[src/rtl/regbank_wb_arbiter.sv]
// Register-bank writeback arbiter: ALU results take the write port first,
// load results queue in a small FIFO and drain on free cycles.
module regbank_wb_arbiter #(
    parameter int WIDTH = 64,
    parameter int DEPTH = 4
) (
    input  logic             Clk,
    input  logic             Rst_n,
    input  logic             AluValid,
    input  logic [4:0]       AluAddr,
    input  logic [WIDTH-1:0] AluData,
    input  logic             MemValid,
    output logic             MemReady,
    input  logic [4:0]       MemAddr,
    input  logic [WIDTH-1:0] MemData,
    output logic [4:0]       AddrC,
    output logic [WIDTH-1:0] DataC,
    output logic             w,
    output logic [31:0]      Busy,
    output logic             PipeStall
);

    localparam int PW = $clog2(DEPTH);
    localparam int CW = PW + 1;
    localparam logic [CW-1:0] CNT_FULL = CW'(DEPTH);
    localparam logic [4:0] XZR = 5'd31;

    logic [DEPTH-1:0] live;
    logic [4:0]       ent_addr [DEPTH];
    logic [WIDTH-1:0] ent_data [DEPTH];
    logic [PW-1:0]    wr_ptr;
    logic [PW-1:0]    rd_ptr;
    logic [CW-1:0]    count;

    logic alu_wr;
    logic push;
    logic pop;
    logic head_live;

    assign MemReady  = Rst_n && (count != CNT_FULL);
    assign PipeStall = Rst_n && (count == CNT_FULL);

    // XZR destinations never claim the port and never occupy a slot.
    assign alu_wr    = AluValid && (AluAddr != XZR);
    assign push      = MemValid && MemReady && (MemAddr != XZR);
    assign pop       = !alu_wr && (count != '0);
    assign head_live = live[rd_ptr];

    always_ff @(posedge Clk) begin
        if (push) begin
            ent_addr[wr_ptr] <= MemAddr;
            ent_data[wr_ptr] <= MemData;
        end
    end

    always_ff @(posedge Clk) begin
        if (!Rst_n) begin
            wr_ptr <= '0;
            rd_ptr <= '0;
            count  <= '0;
            live   <= '0;
            w      <= 1'b0;
            AddrC  <= XZR;
            DataC  <= '0;
        end else begin
            // Younger ALU write kills older queued loads to the same register.
            for (int i = 0; i < DEPTH; i++) begin
                if (alu_wr && live[i] && (ent_addr[i] == AluAddr)) begin
                    live[i] <= 1'b0;
                end
            end
            if (pop) begin
                live[rd_ptr] <= 1'b0;
                rd_ptr       <= rd_ptr + PW'(1);
            end
            if (push) begin
                live[wr_ptr] <= 1'b1;
                wr_ptr       <= wr_ptr + PW'(1);
            end
            case ({push, pop})
                2'b10:   count <= count + CW'(1);
                2'b01:   count <= count - CW'(1);
                default: count <= count;
            endcase
            if (alu_wr) begin
                w     <= 1'b1;
                AddrC <= AluAddr;
                DataC <= AluData;
            end else if (pop && head_live) begin
                w     <= 1'b1;
                AddrC <= ent_addr[rd_ptr];
                DataC <= ent_data[rd_ptr];
            end else begin
                w     <= 1'b0;
            end
        end
    end

    always_comb begin
        Busy = '0;
        for (int i = 0; i < DEPTH; i++) begin
            if (live[i]) begin
                Busy[ent_addr[i]] = 1'b1;
            end
        end
        Busy[31] = 1'b0;
    end

endmodule

[config.mk]
export PLATFORM = sky130hd
export DESIGN_NAME = regbank_wb_arbiter
export DESIGN_NICKNAME = d
export VERILOG_FILES = /design/src/rtl/regbank_wb_arbiter.sv
export SDC_FILE = /design/constraint.sdc
export NUM_CORES = 1
export LEC_CHECK = 0
export ABC_AREA = 1
export CELL_PAD_IN_SITES_DETAIL_PLACEMENT = 1
export CELL_PAD_IN_SITES_GLOBAL_PLACEMENT = 2
export CORE_MARGIN = 3
export CORE_UTILIZATION = 28
export CTS_CLUSTER_DIAMETER = 40
export CTS_CLUSTER_SIZE = 12
export DETAILED_ROUTE_END_ITERATION = 6
export HOLD_SLACK_MARGIN = 0.02
export PLACE_DENSITY = 0.75
export REMOVE_ABC_BUFFERS = 1
export SLEW_MARGIN = 20
export SYNTH_ARGS = -nofsm -noshare
export SYNTH_HDL_FRONTEND = slang
export SYNTH_SLANG_ARGS = --single-unit
[constraint.sdc]
create_clock -name Clk -period 12.68 [get_ports Clk]
set_input_delay 2.536 -clock Clk [delete_from_list [all_inputs] [get_ports Clk]]
set_output_delay 2.536 -clock Clk [all_outputs]
set_load 0.01 [all_outputs]
# After elaboration in Yosys (flattened, before gate mapping)
# Memory sizes are Yosys's and may differ from the RTL's. A register that Yosys moved wholly into a read port is not among the register bits.
# Cells that the tools add are included.
[classes] addsub=4 magnitude_cmp=12 eq_ne=10 n_mux=42 n_bitwise=6 reduce_logical=25
[ops] cell="$mux 64" count=2
[ops] cell="$mux 31" count=4
[ops] cell="$or 31x31->31" count=3
[ops] cell="$lt 5x6->1 const B" count=4
[ops] cell="$logic_and 1x1->1" count=21
[ops] cell="$demux 1 s5" count=4
[ops] cell="$eq 5x5->1" count=4
[ops] cell="$ge 5x1->1 const B" count=4
[ops] cell="$mux 1" count=19
[ops] cell="$mux 4" count=3
[ops] cell="$mux 5" count=2
[ops] cell="$ne 5x5->1 const B" count=2
[ops] cell="$mux 2" count=4
[ops] cell="$lt 2x3->1 const B" count=2
[ops] cell="$pmux 3 s2" count=1
[ops] cell="$add 2x1->2 const B" count=2
[ops] cell="$and 4x4->4" count=1
[ops] cell="$demux 1 s2" count=2
[ops] cell="$ge 2x1->1 const B" count=2
[ops] cell="$not 4->4" count=1
[ops] cell="$or 4x4->4" count=1
[ops] cell="$reduce_bool 2->1" count=2
[ops] cell="$add 3x1->3 const B" count=1
[ops] cell="$eq 3x3->1 const B" count=1
[ops] cell="other kinds (7)" count=7
[totals] reg_bits=81 ram_bits=276 output_inout_bits=104 memories=2
[mem_list] name="ent_data" depth=4 word_bits=64 rd=1 rd_clocked_by_memory_dff=1 wr=1 line="30" rtl="logic [WIDTH-1:0] ent_data [DEPTH];"
[mem_list] name="ent_addr" depth=4 word_bits=5 rd=5 rd_clocked_by_memory_dff=1 wr=1 line="29" rtl="logic [4:0] ent_addr [DEPTH];"

# Depth between registers and ports, before layout
# Gate-level depths: netlist (run 1).
# An unclocked memory read counts as a cell.
[logic_depth] word_depth=12 ltp_mapped=13 ltp_nobuf=11

# Least setup slack after synthesis (run 1)
# Ideal clock, no wire load.
[synth_path] path_type="input-to-reg" startpoint="input Rst_n" endpoint="memory ent_addr[0][0] (enable)" setup_time_ns=0.498 arrival_ns=6.088 t_required_ns=12.182 path_slack_ns=6.094 stages=4 path_buffers=0 path_cell_list="inv_1 > a31oi_1 > nand2_1 > nor2_1"
[synth_via] elab_chain_cells=5
[synth_rtl] element="start, declared" line="8" rtl="input logic Rst_n,"
[synth_rtl] element="$logic_and 1x1->1" line="40" rtl="assign MemReady = Rst_n && (count != CNT_FULL);"
[synth_rtl] element="net MemReady" line="13" rtl="output logic MemReady,"
[synth_rtl] element="$logic_and 1x1->1 (2 in a row)" line="45" rtl="assign push = MemValid && MemReady && (MemAddr != XZR);"
[synth_rtl] element="$mux 1" line="50" rtl="if (push) begin"
[synth_rtl] element="$mux 1 (not written as such)" line="51" rtl="ent_addr[wr_ptr] <= MemAddr;"
[synth_rtl] element="end, declared" line="29"
# The timed path passes the listed nets, and every way through them passes these cells.

# Final worst setup path (run 1)
[layout_path] startpoint="input Rst_n" endpoint="output PipeStall"
[layout_via] elab_chain_cells=1
[layout_rtl] element="$logic_and 1x1->1" line="41" rtl="assign PipeStall = Rst_n && (count == CNT_FULL);"
[layout_rtl] element="end, declared" line="20" rtl="output logic PipeStall"
# Every way passes these cells.

==> results of run 1 <==
==> cell families after synthesis <==
group | Yosys count
xor gates and xnor gates | 10
buffers and inverters | 135
adders and majority gates | 10
DFF | 359
other | 1
AOI/OAI and AO/OA | 359
and+or+nand+nor | 675
==> placed cells by master, fill, tap and decap left out, types with 2 or more instances in the layout <==
master	n
buf_4	11
o21ai_1	103
inv_6	13
clkdlybuf4s50_1	243
inv_4	2
nor2_4	5
o21ai_0	173
clkinvlp_4	3
o22a_1	30
diode_2	2
clkbuf_16	60
nand2_1	250
bufinv_16	5
nand2_2	2
ha_1	9
clkinv_2	10
nand3_1	66
xnor2_1	10
clkbuf_1	4
clkinv_4	10
edfxtp_1	276
nand4_1	3
inv_1	43
a21oi_1	19
nand3_2	2
nor2_1	345
inv_8	8
o221ai_1	31
dfxtp_1	82
==> area by class of cell <==
type | count | area [um^2] | area share
diodes | 2 | 5.005 | 0.0002427
multi-input cells | 1055 | 4955 | 0.2402
inverters | 47 | 182.7 | 0.008857
clock inverters | 49 | 525.5 | 0.02548
flip-flops and latches | 359 | 9953 | 0.4826
repair buffers | 256 | 2562 | 0.1242
clock buffers | 64 | 1516 | 0.07353
well taps | 739 | 924.6 | 0.04483
==> worst paths after layout <==
check	endpoint	slack [ns]	cells past startpoint
hold / removal	AddrC[3]$_SDFFE_PN1P_	0.47	2
setup reg to reg	DataC[41]$_SDFFE_PN0P_	9.29	9
setup / recovery	PipeStall	5.62	4
hold reg to reg	AddrC[3]$_SDFFE_PN1P_	0.47	2
==> flip-flops by register name, indices dropped and copies added, names as in the netlist, 2 cells and up, named ones only <==
| name | flops |
|---|---|
| ent_addr | 20 |
| DataC | 64 |
| count | 3 |
| rd_ptr | 2 |
| AddrC | 5 |
| ent_data | 256 |
| live | 4 |
| wr_ptr | 2 |
==> tightest hold or removal path: cells and delay by family (launching register included) <==
kind | cells | cell delay [ns]
flip-flops | 1 | 0.33
AND/OR/NAND/NOR | 2 | 0.12
==> layer usage <==
layer	GRT usage	wire, um	up-vias	part of all wire
met5	0	23	-	0.00047
met4	0.04943	1040	4	0.021
met3	0.03962	2661	70	0.054
met2	0.2805	23790	270	0.48
met1	0.2103	21780	5989	0.44
li1	-	-	5867	-
==> power by group through the flow <==
| stage | logic (mW) | clock network, mW | registers (mW) |
|---|---|---|---|
| floorplan | 0.462 | 0 | 1.49 |
| global placement | 0.861 | 0 | 1.47 |
| detailed placement | 0.890 | 0 | 1.47 |
| CTS | 0.897 | 1.66 | 1.45 |
| global route | 0.992 | 1.71 | 1.46 |
| finish | 0.871 | 1.61 | 1.45 |
==> results.tsv, run 1 <==
stage	metric	value	unit
worst_setup_path	FF-to-FF Start	rd_ptr[0]$_SDFFE_PN0N_	
placed_design	placed insts	2456	
drt	Post-DRT Antenna Nets	0	
global_routing	GR Util All Layers	0.1654	
clock_tree	TritonCTS clock tree	built	
global_routing	vias in the first global route	12780	
power_and_ir_drop	Leakage Power	7.443	nW
drt	Vias per Instance	4.745	
yosys	Synth Cell Area	15510	um^2
global_routing	GRT overflow	0	
worst_setup_path	WP buf/inv	3	
sta	Final min period	7.063	ns
yosys	Synth Area in Adders	0.008550	
drt	vias	12200	
yosys	Synth Area in Compound Gates	0.1316	
worst_setup_path	Crit. End Element	primary output	
worst_setup_path	Worst path top cell family by delay	buffers and inverters	
yosys	Post-Synthesis Cells	1549	
min_path	worst hold path class	register to register	
min_path	Hold Startpoint	AddrC[3]$_SDFFE_PN1P_	
yosys	Yosys warning total	0	
clock_tree	Root Buffer	clkbuf_16	
yosys	Post-synth top cells	349 x nor2_1, 276 x edfxtp_1, 250 x nand2_1	
power_and_ir_drop	combinational share of power	0.221	
clock_tree	CTS buffer count	60	
worst_setup_path	WP data arrival	4.53	ns
sta	Max Transition Viols Final	0	
worst_setup_path	Critical Path Source	Rst_n	
yosys	area share of the largest cell type after synthesis	0.5343	
placed_design	pre-CTS setup slack	5.570	ns
yosys	Post-Synth XOR/XNOR Area	0.005646	
sta	setup TNS	0	ns
power_and_ir_drop	Sw Ratio	0.3163	
clock_tree	Worst-Skew Late Latency	0.60	ns
worst_setup_path	slowest stage delay, CP	0.67	ns
floorplan	die width	241.4	um
sta	fmax	141.6	MHz
power_and_ir_drop	Switch Pwr	1.244	mW
floorplan	Ports	246	
cells_and_area	post-route cell area	20620	um^2
clock_tree	cts repair resizes	0	
clock_tree	clock buffer depth	3	
yosys	Synth area leaders	edfxtp_1 53%, dfxtp_1 11%, nor2_1 8.4%	
cells_and_area	Finished Core Util	0.3795	
sta	Final Hold Viols	0	
status	outcome	finished, final reports clean	
clock_tree	CTS Hold Bufs	0	
cells_and_area	FILL cells	6044	
cells_and_area	net count reported at finish	1931	
sta	RSZ-0062 raised after global routing	false	
sta	final setup vio count	0	
floorplan	row count	85	
yosys	most numerous cell in the Yosys netlist	nor2_1	
sta	final worst-path cycle share	0.5570	
worst_setup_path	slowest stage cell, crit path	buf_4	
global_routing	initial antenna violation count	5	
yosys	library cells used by synthesis	30	
clock_tree	Clock Pin Slew Worst Setup and Hold Paths	0.05	ns
drt	routed length per instance	19.17	um
clock_tree	CTS H-tree lvls	2	
yosys	dominant cell type by area after synthesis	edfxtp_1	
yosys	EDFF count, synth	276	
clock_tree	# clock sinks	359	
cells_and_area	final cell count without fillers	2571	
sta	PnR worst setup slack	5.617	ns
power_and_ir_drop	PD cells	190.6	nW/um^2
flow_run	max cap viols	0	
floorplan	Total Die Area	58260	um^2
yosys	syn avg cell area	10.01	um^2
yosys	Post-Synth Simple-Gate Area	0.1708	
power_and_ir_drop	internal power	2.688	mW
floorplan	core area	54350	um^2
worst_setup_path	CP max FO	77	
floorplan	Vert. Die Dim	241.4	um
drt	Residual DRC	0	
yosys	largest family of logic cells by synthesized area	simple AND/OR/NAND/NOR gates	
cells_and_area	share of layout cells above drive strength 1	0.07541	
power_and_ir_drop	Clock power frac	0.411	
worst_setup_path	Setup crit start kind	primary input	
worst_setup_path	Required @ worst endpoint	10.14	ns
placed_design	Placer Congestion	0.8531	
drt	DRT Wirelength	49290	um
placed_design	input/output buffers	244	
placed_design	Detailed Place HPWL	31090	um
worst_setup_path	Crit Path Class	primary input to primary output	
sta	Slew @ Worst Pin	1.056	ns
cells_and_area	P&R area growth vs syn	32.96	%
sta	Setup Skew	0.02820	ns
drt	Iter 0 DRT Violations	573	
power_and_ir_drop	Max VDD drop	0.1007	mV
placed_design	Post-DP Area	18580	um^2
yosys	Synth async-reset ratio	0	
clock_tree	post-CTS setup buffers	0	
sta	final hold slack	0.4711	ns
yosys	Main synth FF type	edfxtp_1	
power_and_ir_drop	Seq pwr share	0.368	
yosys	post-synthesis mux area share	0	
floorplan	Starting Density	0.2854	
yosys	sequential fraction of the synthesis area	0.6414	
drt	first-pass iteration count of the detailed router	4	
power_and_ir_drop	total power	3.932	mW
global_routing	first-pass GRT wire length	74430	um
sta	slew margin rel.	0.2960	
yosys	#FFs+latches synth	359	
global_routing	largest net degree at the start of global routing	101	
worst_setup_path	CP cell instances	buf_4 -> inv_1 -> nor4_1 -> clkdlybuf4s50_1	
Power figures use the tool's default switching activity.
==> run 2: changes to the inputs <==
==> constraint.sdc (replaced) <==
create_clock -name Clk -period 7.04 [get_ports Clk]
set_input_delay 1.408 -clock Clk [delete_from_list [all_inputs] [get_ports Clk]]
set_output_delay 1.408 -clock Clk [all_outputs]
set_load 0.01 [all_outputs]
==> results.tsv, run 2 (same netlist as run 1, synthesis figures left out) <==
stage	metric	value	unit	change
clock_tree	CTS H-tree lvls	2		unchanged
status	outcome	finished, final reports clean		
clock_tree	clock buffer depth	3		unchanged
global_routing	largest net degree at the start of global routing	91		-9.9%
power_and_ir_drop	PD cells	341.2	nW/um^2	+79%
sta	setup TNS	0	ns	unchanged
floorplan	die width	241.4	um	unchanged
global_routing	initial antenna violation count	7		+2
sta	fmax	209.3	MHz	
cells_and_area	top flop regs	ent_data x256, DataC x64, ent_addr x20		
flow_run	max cap viols	0		unchanged
drt	routed wl met2	24700	um	+3.9%
clock_tree	Clock Pin Slew Worst Setup and Hold Paths	0.05	ns	about the same
cells_and_area	net count reported at finish	1934		+0.16%
global_routing	vias in the first global route	13150		+2.9%
sta	final hold slack	0.4829	ns	+0.01182 ns
drt	Top Metal Used	met5		
global_routing	GRT overflow	0		unchanged
drt	Vias per Instance	4.806		+1.3%
clock_tree	Worst-Skew Late Latency	0.59	ns	about the same
worst_setup_path	Crit Path Class	primary input to primary output		
sta	Slew @ Worst Pin	1.083	ns	+0.02644 ns
cells_and_area	FILL cells	6043		-0.017%
global_routing	first-pass GRT wire length	76930	um	+3.4%
clock_tree	CTS Hold Bufs	0		unchanged
sta	final setup vio count	0		unchanged
sta	RSZ-0062 raised after global routing	false		
worst_setup_path	slowest stage cell, crit path	buf_4		
floorplan	core area	54350	um^2	unchanged
drt	wl on met1	22460	um	+3.1%
worst_setup_path	Crit. End Element	primary output		
floorplan	row count	85		unchanged
sta	slew margin rel.	0.2783		-0.01763
drt	first-pass iteration count of the detailed router	4		unchanged
clock_tree	cts repair resizes	0		unchanged
drt	Iter 0 DRT Violations	698		+22%
cells_and_area	Biggest register	ent_data		
global_routing	GR Util All Layers	0.1712		+0.005744
clock_tree	CTS buffer count	58		-3.3%
floorplan	Total Die Area	58260	um^2	unchanged
sta	final worst-path cycle share	0.6786		
power_and_ir_drop	Max VDD drop	0.2263	mV	+120%
drt	DRT Wirelength	50610	um	+2.7%
worst_setup_path	WP data arrival	3.37	ns	-1.16 ns
sta	Setup Skew	0.02482	ns	-0.003379 ns
placed_design	input/output buffers	244		unchanged
clock_tree	Root Buffer	clkbuf_16		
min_path	worst hold path class	register to register		
clock_tree	TritonCTS clock tree	built		
drt	Post-DRT Antenna Nets	0		unchanged
floorplan	Ports	246		unchanged
drt	vias	12370		+1.4%
clock_tree	post-CTS setup buffers	0		unchanged
worst_setup_path	slowest stage delay, CP	0.66	ns	about the same
sta	Final Hold Viols	0		unchanged
cells_and_area	P&R area growth vs syn	32.92	%	about the same
sta	Max Transition Viols Final	0		unchanged
drt	metal3 WL	2597	um	-2.4%
worst_setup_path	CP max FO	77		unchanged
sta	Final min period	4.777	ns	
cells_and_area	commonest non-fill, non-tap cell in the layout	nor2_1		
worst_setup_path	Required @ worst endpoint	5.63	ns	-4.51 ns
worst_setup_path	R2R setup slack	3.73	ns	-5.56 ns
floorplan	Vert. Die Dim	241.4	um	unchanged
clock_tree	# clock sinks	359		unchanged
floorplan	Starting Density	0.2854		unchanged
cells_and_area	share of layout cells above drive strength 1	0.07537		about the same
drt	Residual DRC	0		unchanged
cells_and_area	most frequent cells in the layout	345 x nor2_1, 276 x edfxtp_1, 250 x nand2_1, 243 x clkdlybuf4s50_1, 173 x o21ai_0		
worst_setup_path	CP cell instances	buf_4 -> inv_1 -> nor4_1 -> clkdlybuf4s50_1		
power_and_ir_drop	Leakage Power	7.431	nW	-0.15%
cells_and_area	max reg flops	256		unchanged
drt	routed length per instance	19.66	um	+2.6%
worst_setup_path	Setup crit start kind	primary input		
placed_design	Detailed Place HPWL	32640	um	+5.0%
placed_design	Placer Congestion	0.8565		+0.40%
==> run 2: layer usage <==
| metal | track usage | vias up |
|---|---|---|
| met3 | 0.03666 | 67 |
| met1 | 0.2184 | 6136 |
| met4 | 0.04056 | 8 |
| met5 | 0 | - |
| met2 | 0.2977 | 284 |
| li1 | - | 5876 |
==> run 2: critical path, delay by kind of cell <==
| family | cells | cell delay, ns |
|---|---|---|
| AND/OR/NAND/NOR | 1 | 0.33 |
| buffers and inverters | 3 | 1.58 |
==> run 2: area by class of cell <==
type                       instances  area [um^2]  area share
sequential                       359         9953      0.4827
multi-input combinational       1055         4955      0.2403
inverter                          47        182.7    0.008859
antenna                            4        10.01   0.0004854
tap                              739        924.6     0.04484
clock inverter                    44        479.2     0.02324
clock buffer                      65         1508     0.07312
timing repair buffer             261         2608      0.1265
==> run 2: final timing paths <==
path                                from                endpoint  depth (start not counted)
setup reg to reg  rd_ptr[0]$_SDFFE_PN0N_  DataC[58]$_SDFFE_PN0P_                          9
hold / removal     AddrC[0]$_SDFFE_PN1P_   AddrC[0]$_SDFFE_PN1P_                          2
setup / recovery                   Rst_n               PipeStall                          4
hold reg to reg    AddrC[0]$_SDFFE_PN1P_   AddrC[0]$_SDFFE_PN1P_                          2
==> run 2: per-stage QoR <==
stage | total power, mW | std cells | area (um^2) | util | setup slack [ns]
2_1_floorplan | 3.515 | 1461 | 15040 | - | 1.582
3_3_place_gp | 4.212 | 2459 | 18570 | 0.3417 | 1.936
3_5_place_dp | 4.262 | 2459 | 18570 | 0.3417 | 1.861
4_1_cts | 7.155 | 2568 | 20550 | 0.3782 | 2.199
5_1_grt | 7.448 | 2570 | 20610 | 0.3792 | 2.153
6_report | 7.035 | 2574 | 20620 | 0.3794 | 2.263
==> run 2: power breakdown <==
group | leakage (nW) | switching [mW] | total (mW) | internal [mW]
combinational | 3.27 | 1.00 | 1.59 | 0.584
sequential | 3.19 | 0.133 | 2.60 | 2.46
clock | 0.965 | 1.09 | 2.85 | 1.76
total | 7.43 | 2.22 | 7.04 | 4.81
==> run 3: changes to the inputs <==
==> constraint.sdc (replaced) <==
create_clock -name Clk -period 4.4 [get_ports Clk]
set_input_delay 0.88 -clock Clk [delete_from_list [all_inputs] [get_ports Clk]]
set_output_delay 0.88 -clock Clk [all_outputs]
set_load 0.01 [all_outputs]
==> results.tsv, run 3 (same netlist as run 1, synthesis figures left out) <==
stage	metric	value	unit	change
status	outcome	finished, final reports clean		
worst_setup_path	CP max FO	8		-90%
sta	Setup Skew	0.03759	ns	+0.01277 ns
power_and_ir_drop	combinational share of power	0.210		-0.016
cells_and_area	most frequent cells in the layout	345 x nor2_1, 276 x edfxtp_1, 250 x nand2_1, 243 x clkdlybuf4s50_1, 173 x o21ai_0		
cells_and_area	final cell count without fillers	2593		+0.74%
drt	routed length per instance	19.10	um	-2.8%
clock_tree	CTS H-tree lvls	3		+1
flow_run	max cap viols	0		unchanged
cells_and_area	P&R area growth vs syn	35.90	%	
global_routing	largest net degree at the start of global routing	104		+14%
floorplan	die width	241.4	um	unchanged
power_and_ir_drop	Clock power frac	0.445		+0.040
worst_setup_path	R2R setup slack	2.08	ns	-1.65 ns
min_path	worst hold path class	register to register		
worst_setup_path	Crit. End Element	primary output		
floorplan	core area	54350	um^2	unchanged
clock_tree	Worst-Skew Late Latency	0.59	ns	about the same
floorplan	row count	85		unchanged
clock_tree	post-CTS setup buffers	0		unchanged
power_and_ir_drop	internal power	8.486	mW	+76%
cells_and_area	share of layout cells above drive strength 1	0.08266		+0.007289
floorplan	Starting Density	0.2854		unchanged
placed_design	placed insts	2464		+0.20%
cells_and_area	commonest non-fill, non-tap cell in the layout	nor2_1		
sta	RSZ-0062 raised after global routing	false		
drt	DRT Wirelength	49540	um	-2.1%
sta	Slew @ Worst Pin	0.9759	ns	-0.1066 ns
placed_design	Detailed Place HPWL	30950	um	-5.2%
sta	fmax	296.9	MHz	
cells_and_area	Finished Core Util	0.3879		+0.008495
power_and_ir_drop	Max VDD drop	0.2402	mV	+6.1%
global_routing	GR Util All Layers	0.1689		-0.002215
placed_design	input/output buffers	244		unchanged
sta	final setup vio count	0		unchanged
global_routing	initial antenna violation count	5		-2
clock_tree	TritonCTS clock tree	built		
power_and_ir_drop	Switch Pwr	3.569	mW	+61%
cells_and_area	top flop regs	ent_data x256, DataC x64, ent_addr x20		
cells_and_area	max reg flops	256		unchanged
power_and_ir_drop	Leakage Power	7.642	nW	+2.8%
sta	Final min period	3.368	ns	
cells_and_area	FILL cells	5980		-1.0%
placed_design	Placer Congestion	0.8374		-2.2%
placed_design	pre-CTS setup slack	0.8763	ns	-0.9849 ns
clock_tree	CTS buffer count	69		+19%
power_and_ir_drop	Seq pwr share	0.345		-0.024
drt	Vias per Instance	4.728		-1.6%
cells_and_area	Biggest register	ent_data		
clock_tree	Clock Pin Slew Worst Setup and Hold Paths	0.04	ns	about the same
global_routing	GRT overflow	0		unchanged
drt	first-pass iteration count of the detailed router	4		unchanged
drt	vias	12260		-0.90%
floorplan	Vert. Die Dim	241.4	um	unchanged
clock_tree	Root Buffer	clkbuf_16		
sta	PnR worst setup slack	1.032	ns	-1.231 ns
sta	final worst-path cycle share	0.7655		
worst_setup_path	WP data arrival	2.49	ns	-0.88 ns
floorplan	Ports	246		unchanged
drt	Post-DRT Antenna Nets	0		unchanged
worst_setup_path	Setup crit start kind	register		
drt	Iter 0 DRT Violations	614		-12%
clock_tree	# clock sinks	359		unchanged
drt	Residual DRC	0		unchanged
floorplan	Total Die Area	58260	um^2	unchanged
clock_tree	clock buffer depth	3		unchanged
global_routing	first-pass GRT wire length	75210	um	-2.2%
clock_tree	cts repair resizes	0		unchanged
clock_tree	CTS Hold Bufs	0		unchanged
sta	slew margin rel.	0.3494		+0.07107
global_routing	vias in the first global route	12920		-1.7%
sta	Final Hold Viols	0		unchanged
power_and_ir_drop	Sw Ratio	0.2961		-0.01985
power_and_ir_drop	total power	12.06	mW	+71%
worst_setup_path	Required @ worst endpoint	3.52	ns	-2.11 ns
power_and_ir_drop	PD cells	571.8	nW/um^2	+68%
cells_and_area	net count reported at finish	1948		+0.72%
sta	Max Transition Viols Final	0		unchanged
worst_setup_path	Crit Path Class	register to primary output		
## run 3: cell count changes in the layout (fill, tap and decap cells not counted), moves of 3 or more
cell,previous run,this run
clkinv_4,10,6
inv_8,4,0
bufinv_16,5,8
buf_12,0,5
clkinvlp_4,5,8
clkbuf_1,4,7
inv_6,13,5
clkbuf_16,58,73
clkinv_2,6,11
## run 3: worst paths after layout
kind,start,endpoint,depth (start not counted)
worst max-delay path,ent_addr[1][0]$_DFFE_PP_,Busy[30],5
worst min register to register,AddrC[0]$_SDFFE_PN1P_,AddrC[0]$_SDFFE_PN1P_,2
worst max register to register,count[1]$_SDFFE_PN0P_,count[2]$_SDFFE_PN0P_,10
worst min-delay path,AddrC[0]$_SDFFE_PN1P_,AddrC[0]$_SDFFE_PN1P_,2
## run 3: critical path: stages, from the launching register on
cell	delay, ns
edfxtp_1	0.45
inv_1	0.15
nand3_1	0.33
o22a_1	0.32
o221ai_1	0.09
clkdlybuf4s50_1	0.58
## run 3: cell type report
class,count,area (um^2),share of cell area
Sequential cell,359,9953,0.4721
Multi-Input combinational cell,1055,4955,0.2350
Timing Repair Buffer,264,2653,0.1258
Clock buffer,85,1922,0.09116
Tap cell,739,924.6,0.04386
Clock inverter,41,481.7,0.02285
Inverter,47,185.2,0.008784
Antenna cell,3,7.507,0.0003561
## run 3: through the flow
stage | setup TNS, ns | cell area (um^2) | hold WS (ns)
2_1_floorplan | -175.66 | 15040 | 0.4544
5_1_grt | 0 | 21070 | 0.5125
3_3_place_gp | 0 | 18670 | 0.4675
6_report | 0 | 21080 | 0.4720
4_1_cts | 0 | 21070 | 0.4914
3_5_place_dp | 0 | 18670 | 0.4750
## run 3: metal layers
layer	vias up	GRT usage	part of all wire
met5	-	0	0.00077
met4	6	0.05015	0.017
met3	73	0.03996	0.053
met2	280	0.2957	0.49
met1	5992	0.2075	0.44
li1	5909	-	-
## run 3: power by group through the flow
stage	Sequential, mW	Clock, mW	Combinational, mW
after floorplan	4.29	0	1.33
after global placement	4.21	0	2.53
after detailed placement	4.22	0	2.60
after CTS	4.16	5.49	2.62
after global routing	4.19	5.67	2.90
final	4.16	5.36	2.54
